### config.mk
export PLATFORM = sky130hd
export DESIGN_NAME = mem_arbiter
export DESIGN_NICKNAME = d
export VERILOG_FILES = /design/src/rtl/mem_arbiter.sv
export SDC_FILE = /design/constraint.sdc
export NUM_CORES = 1
export LEC_CHECK = 0
export BUFFER_PORTS_ARGS = -buffer_cell sky130_fd_sc_hd__buf_2
export CAP_MARGIN = 20
export CORE_AREA = 2 2 106 108
export CTS_BUF_LIST = sky130_fd_sc_hd__clkbuf_8 sky130_fd_sc_hd__clkbuf_16
export DETAILED_ROUTE_END_ITERATION = 16
export DIE_AREA = 0 0 108 110
export PLACE_DENSITY_LB_ADDON = 0.1
export SYNTH_ARGS = -nofsm -noshare
export SYNTH_HDL_FRONTEND = slang
export SYNTH_SLANG_ARGS = --single-unit
### constraint.sdc
create_clock -name clk -period 4 [get_ports clk]
set_clock_uncertainty 0.15 [all_clocks]
set_input_delay 0.6 -clock clk [delete_from_list [all_inputs] [get_ports clk]]
set_output_delay 0.6 -clock clk [all_outputs]
set_load 0.01 [all_outputs]
### src/rtl/mem_arbiter.sv
// Shares one memory port between the fetch (I) and load/store (D) requesters.
// Round-robin grant on contention, with a watchdog that errors unacknowledged transactions.
module mem_arbiter #(
  parameter int AW      = 32,
  parameter int DW      = 32,
  parameter int TIMEOUT = 15
) (
  input  logic          clk,
  input  logic          clrn,
  input  logic          i_req,
  input  logic [AW-1:0] i_addr,
  output logic          i_ack,
  output logic          i_err,
  output logic [DW-1:0] i_rdata,
  input  logic          d_req,
  input  logic          d_we,
  input  logic [AW-1:0] d_addr,
  input  logic [DW-1:0] d_wdata,
  output logic          d_ack,
  output logic          d_err,
  output logic [DW-1:0] d_rdata,
  output logic          m_req,
  output logic          m_we,
  output logic [AW-1:0] m_addr,
  output logic [DW-1:0] m_wdata,
  input  logic [DW-1:0] m_rdata,
  input  logic          m_ack,
  output logic          busy,
  output logic          owner
);

  localparam int CW = $clog2(TIMEOUT + 1);
  // Counter holds the number of ISSUE cycles already spent; at this value the current cycle is the last one.
  localparam logic [CW-1:0] CNT_LAST = CW'(TIMEOUT - 1);

  localparam logic [1:0] S_IDLE  = 2'd0;
  localparam logic [1:0] S_ISSUE = 2'd1;
  localparam logic [1:0] S_RESP  = 2'd2;

  logic [1:0]    state_q, state_d;
  logic          last_q, last_d;
  logic          owner_q, owner_d;
  logic          m_req_q, m_req_d;
  logic          m_we_q, m_we_d;
  logic [AW-1:0] m_addr_q, m_addr_d;
  logic [DW-1:0] m_wdata_q, m_wdata_d;
  logic [CW-1:0] cnt_q, cnt_d;
  logic [DW-1:0] rdata_q, rdata_d;
  logic          i_ack_q, i_ack_d;
  logic          i_err_q, i_err_d;
  logic          d_ack_q, d_ack_d;
  logic          d_err_q, d_err_d;
  logic          busy_q, busy_d;
  logic          gnt_d;

  always_comb begin
    state_d   = state_q;
    last_d    = last_q;
    owner_d   = owner_q;
    m_req_d   = m_req_q;
    m_we_d    = m_we_q;
    m_addr_d  = m_addr_q;
    m_wdata_d = m_wdata_q;
    cnt_d     = cnt_q;
    rdata_d   = rdata_q;
    busy_d    = busy_q;
    i_ack_d   = 1'b0;
    i_err_d   = 1'b0;
    d_ack_d   = 1'b0;
    d_err_d   = 1'b0;
    // D wins unless it was the previous owner and I is also asking.
    gnt_d     = d_req && (!i_req || !last_q);
    case (state_q)
      S_IDLE: begin
        if (i_req || d_req) begin
          owner_d   = gnt_d;
          m_addr_d  = gnt_d ? d_addr : i_addr;
          m_we_d    = gnt_d & d_we;
          m_wdata_d = gnt_d ? d_wdata : '0;
          cnt_d     = '0;
          m_req_d   = 1'b1;
          busy_d    = 1'b1;
          state_d   = S_ISSUE;
        end
      end
      S_ISSUE: begin
        cnt_d = cnt_q + CW'(1);
        if (m_ack) begin
          rdata_d = m_rdata;
          i_ack_d = !owner_q;
          d_ack_d = owner_q;
          m_req_d = 1'b0;
          state_d = S_RESP;
        end else if (cnt_q == CNT_LAST) begin
          rdata_d = '0;
          i_err_d = !owner_q;
          d_err_d = owner_q;
          m_req_d = 1'b0;
          state_d = S_RESP;
        end
      end
      S_RESP: begin
        last_d  = owner_q;
        busy_d  = 1'b0;
        state_d = S_IDLE;
      end
      default: begin
        m_req_d = 1'b0;
        busy_d  = 1'b0;
        state_d = S_IDLE;
      end
    endcase
  end

  always_ff @(posedge clk) begin
    if (!clrn) begin
      state_q   <= S_IDLE;
      last_q    <= 1'b0;
      owner_q   <= 1'b0;
      m_req_q   <= 1'b0;
      m_we_q    <= 1'b0;
      m_addr_q  <= '0;
      m_wdata_q <= '0;
      cnt_q     <= '0;
      rdata_q   <= '0;
      i_ack_q   <= 1'b0;
      i_err_q   <= 1'b0;
      d_ack_q   <= 1'b0;
      d_err_q   <= 1'b0;
      busy_q    <= 1'b0;
    end else begin
      state_q   <= state_d;
      last_q    <= last_d;
      owner_q   <= owner_d;
      m_req_q   <= m_req_d;
      m_we_q    <= m_we_d;
      m_addr_q  <= m_addr_d;
      m_wdata_q <= m_wdata_d;
      cnt_q     <= cnt_d;
      rdata_q   <= rdata_d;
      i_ack_q   <= i_ack_d;
      i_err_q   <= i_err_d;
      d_ack_q   <= d_ack_d;
      d_err_q   <= d_err_d;
      busy_q    <= busy_d;
    end
  end

  assign i_ack   = i_ack_q;
  assign i_err   = i_err_q;
  assign i_rdata = rdata_q;
  assign d_ack   = d_ack_q;
  assign d_err   = d_err_q;
  assign d_rdata = rdata_q;
  assign m_req   = m_req_q;
  assign m_we    = m_we_q;
  assign m_addr  = m_addr_q;
  assign m_wdata = m_wdata_q;
  assign busy    = busy_q;
  assign owner   = owner_q;

endmodule
==> flow_results.org <==
** Status
- The flow ran to the end, and the final reports show no timing, DRC or antenna violations.

** Hold path
- Path category of the worst min-delay check :: input pin to flop
- Cells on Worst Hold Path :: 3

** Floorplanning
- The die is between 100 and 150 um wide.
- Full die area :: between 0.01 and 0.015 mm2
- From bottom edge to top edge, the die measures approximately 110 um.
- Io pins :: 270
- Placement row count :: 38
- For this configuration, the core starts out at a cell density of between 40 and 50%.
- The core region is about 0.011 mm2.

** Route
- Wire length after detailed routing :: roughly 14000 um
- For this block, the initial DRC count from the detailed router was approximately 240.
- First drt pass iteration count :: 4
- After detailed routing, the number of vias per cell comes to around 5.4.
- The final route contains between 4k and 5k vias.
- Wirelength per Cell :: approximately 16 um
- In the routed design, unresolved DRC markers number 0.
- Number of nets with antenna violations after routing :: 0

** Global routing
- Global routing used around 27% of the available met1 tracks.
- The first global-routing pass estimated 21400 um of wire.
- Largest net degree at the start of global routing :: 60
- The global routing stage identified its most utilized layer as met2.
- Antenna violations before repair :: 1
- Overflow left after global routing :: 0
- The via count of the first global-routing pass came to between 4k and 5k.
- In the global route stage, met2 resource usage came out at between 30% and 40%.
- For met3 alone, demand over resource in global routing was a little under 6%.
- Global routing consumed, over all layers together, between 20% and 30% of the routing resources.

** Synth
- Yosys synthesis warning count :: 0
- Area fraction of the dominant cell type after synthesis :: between 40% and 50%
- After technology mapping, the gate count stands at approximately 570.
- Most repeated cell in the gate-level netlist after synthesis :: sky130_fd_sc_hd__dfxtp_1
- After synthesis, flip-flops and latches occupy between 40% and 50% of the total area.
- Leading cell types by total area after synthesis :: sky130_fd_sc_hd__dfxtp_1 47%, sky130_fd_sc_hd__a21oi_1 11%, sky130_fd_sc_hd__nand2_1 7.7%
- Share of async-settable or async-resettable flops after synthesis :: 0%
- In this run the mean area of a mapped cell was between 8 and 9 um2.
- Top post-synthesis cells by count :: 111 x sky130_fd_sc_hd__dfxtp_1, 101 x sky130_fd_sc_hd__a21oi_1, 98 x sky130_fd_sc_hd__nand2_1, 47 x sky130_fd_sc_hd__o21ai_0, 39 x sky130_fd_sc_hd__buf_4
- In this run the cell area of the synthesized design comes to ~0.0048 mm2.
- In the synthesized netlist the dominant register cell turns out to be sky130_fd_sc_hd__dfxtp_1.
- Count of unique library cells instantiated by Yosys :: 40
- Flip-flop and latch count after synthesis :: between 100 and 150
- When the netlist entered floorplanning its net count stood at 707.
- Cell type with the largest total area after synthesis :: sky130_fd_sc_hd__dfxtp_1
- Counting flops with a built-in enable in the synthesized netlist gives 0.

** Critical path
- Broken down by cell family, the worst path's largest delay share belongs to compound AO/OA/AOI/OAI gates.
- Worst reg-to-reg setup slack :: roughly 1800 ps
- In this run the worst path has a maximum fanout of 38.
- STA classifies the critical path startpoint as an input pin.
- Arrival time at the worst endpoint :: approximately 2400 ps
- The worst setup path is of the input pin to flop kind.
- Counting both buffers and inverters, the worst setup path holds a total of 1.
- In this run the number of cells on the critical path is 4.
- Delay of the slowest critical-path stage :: just over 800 ps
- Critical path required time :: between 4000 and 5000 ps
- Kind of capture point of the worst setup path :: flop
- The slowest stage of the critical path is the sky130_fd_sc_hd__a21boi_4 cell.
- Depth of the most critical reg-to-reg path :: 4
- Cells along the critical path :: buf_2, a21boi_4, nand2_1, a311oi_1

** Clock network
- Total clock sinks :: 111
- TritonCTS clock tree :: built
- Clock latency reported for the late side of the worst-skew pair :: 360 ps
- In this run the number of H-tree levels came out at 3.
- Total CTS buffers :: 9
- Max Buffers Root-to-Sink :: 2
- After clock tree synthesis, the setup repair step added 0 buffers.
- The tree is rooted in a sky130_fd_sc_hd__clkbuf_8.
- Cts hold-fix bufs :: 0
- Clock transition at the register clock pins on the worst setup and hold paths after CTS :: 100 ps
- After clock tree synthesis, the repair step resized 0 gates.

** Power and ir drop
- Total power :: around 2.5 mW
- For this design the ratio of total power to cell area is 410 mW/mm2.
- Static power due to leakage :: around 2.9 nW
- VDD IR-drop max :: around 0.2 mV

** STA
- The count of final max-slew check failures came to 0.
- Setup total negative slack on the finished layout was measured at 0 ps.
- Number of failing hold endpoints at the final stage :: 0
- Headroom to the max-slew limit came out at between 30% and 40%.
- Setup repair after global routing missed its margin :: no
- Setup violations remaining at the end of the flow were counted as 0.
- Shortest clock period the worst path allows after layout :: about 2300 ps
- For the pin with the worst max-slew slack, the measured transition is roughly 1000 ps.
- Achievable clock frequency :: 0.436 GHz
- Share of the cycle needed by the critical path after routing :: between 50 and 60%

** Job
- Max-cap violations in this run came to 0.

** Final layout
- The number of antenna diodes in the final layout is 0.
- Post-synthesis to final-layout area growth :: 27.6%
- Cells with a size suffix above 1 make up about two fifths of the layout.
- Final net count :: 907

** Placement
- Final HPWL from detailed placement :: just under 10000 um
- Global placement routability congestion :: a little under 0.8
- Input and output buffers added on the ports amount to 269.
==> path summary, 6_finish.rpt <==
path | start | end
worst max-delay path | d_req | m_addr[23]
worst max register to register | state_q[1] | m_addr[7]
worst min register to register | m_wdata[24] | m_wdata[24]
worst min-delay path | m_rdata[30] | d_rdata[30]
==> power by group <==
part	internal, mW	total (mW)	switching (mW)
clock	0.363	0.727	0.364
sequential	1.19	1.25	0.0524
combinational	0.211	0.523	0.312
total	1.77	2.50	0.728
==> final cells by class <==
cell class	instances	area, um2
multi-input combinational	369	2010
tap	140	175
clock buffer	10	138
inverter	2	7.51
clock inverter	5	73.8
sequential	111	2220
timing repair buffer	278	1450
fill	1026	4620
==> flip-flops by register name, summed over array words and instances, names as in the netlist <==
register,flops
d_rdata,32
m_addr,32
m_wdata,32
cnt_q,4
state_q,2
busy,1
d_ack,1
d_err,1
i_ack,1
i_err,1
last_q,1
m_req,1
m_we,1
owner,1
==> stage by stage <==
step | std cells | instance area, um2 | hold slack [ps] | utilization (%) | setup WS (ps)
floorplan | 571 | 4770 | 337 | - | 2340
global placement | 896 | 5800 | 306 | 54.2 | 1390
detailed placement | 899 | 5840 | 315 | 54.6 | 1320
CTS | 914 | 6050 | 298 | 56.6 | 1730
global route | 915 | 6080 | 297 | 56.9 | 1550
finish | 915 | 6080 | 309 | 56.9 | 1710
==> layer usage <==
metal | up-vias | share of wire [%]
met5 | - | 0.11
met4 | 2 | 2.5
met3 | 33 | 7.8
met2 | 206 | 48
met1 | 2264 | 41
li1 | 2407 | -
==> worst reg2reg max path: cells and delay by family (launching register included) <==
kind / cells / cell delay (ps)
simple gates: 1 / 790
buf+inv: 1 / 440
flops: 1 / 410
compound gates: 2 / 370
==> placed cells by master, fill, tap and decap left out, types with 2 or more instances in the layout <==
cell type,netlist,layout
sky130_fd_sc_hd__o211ai_1,2,2
sky130_fd_sc_hd__nand2_1,98,98
sky130_fd_sc_hd__buf_4,39,5
sky130_fd_sc_hd__clkinv_2,0,2
sky130_fd_sc_hd__or2_1,3,3
sky130_fd_sc_hd__nand4_1,33,33
sky130_fd_sc_hd__nor2_4,1,2
sky130_fd_sc_hd__buf_2,22,269
sky130_fd_sc_hd__nand3_1,3,3
sky130_fd_sc_hd__o21ai_1,20,20
sky130_fd_sc_hd__inv_1,2,2
sky130_fd_sc_hd__dfxtp_1,111,111
sky130_fd_sc_hd__a311oi_1,32,32
sky130_fd_sc_hd__o21ai_0,47,47
sky130_fd_sc_hd__a21oi_1,101,101
sky130_fd_sc_hd__nor2_1,4,3
sky130_fd_sc_hd__bufinv_16,0,2
sky130_fd_sc_hd__ha_1,2,2
sky130_fd_sc_hd__nand2b_1,3,3
sky130_fd_sc_hd__buf_8,0,2
sky130_fd_sc_hd__clkbuf_8,0,10
==> cells by family (layout without fill, tap and decap cells) <==
family                   Yosys count  count (layout)  share of synthesized area (%)
AO/OA/AOI/OAI                    210             210                           25.6
AND/OR/NAND/NOR                  155             155                           15.5
flip-flops                       111             111                           46.6
buffers and inverters             91             295                           11.3
adder cells (fa/ha/maj)            2               2                          0.525
XOR/XNOR                           1               1                          0.184
multiplexers                       1               1                          0.210
No activity file was read; power rests on OpenSTA's default activity.
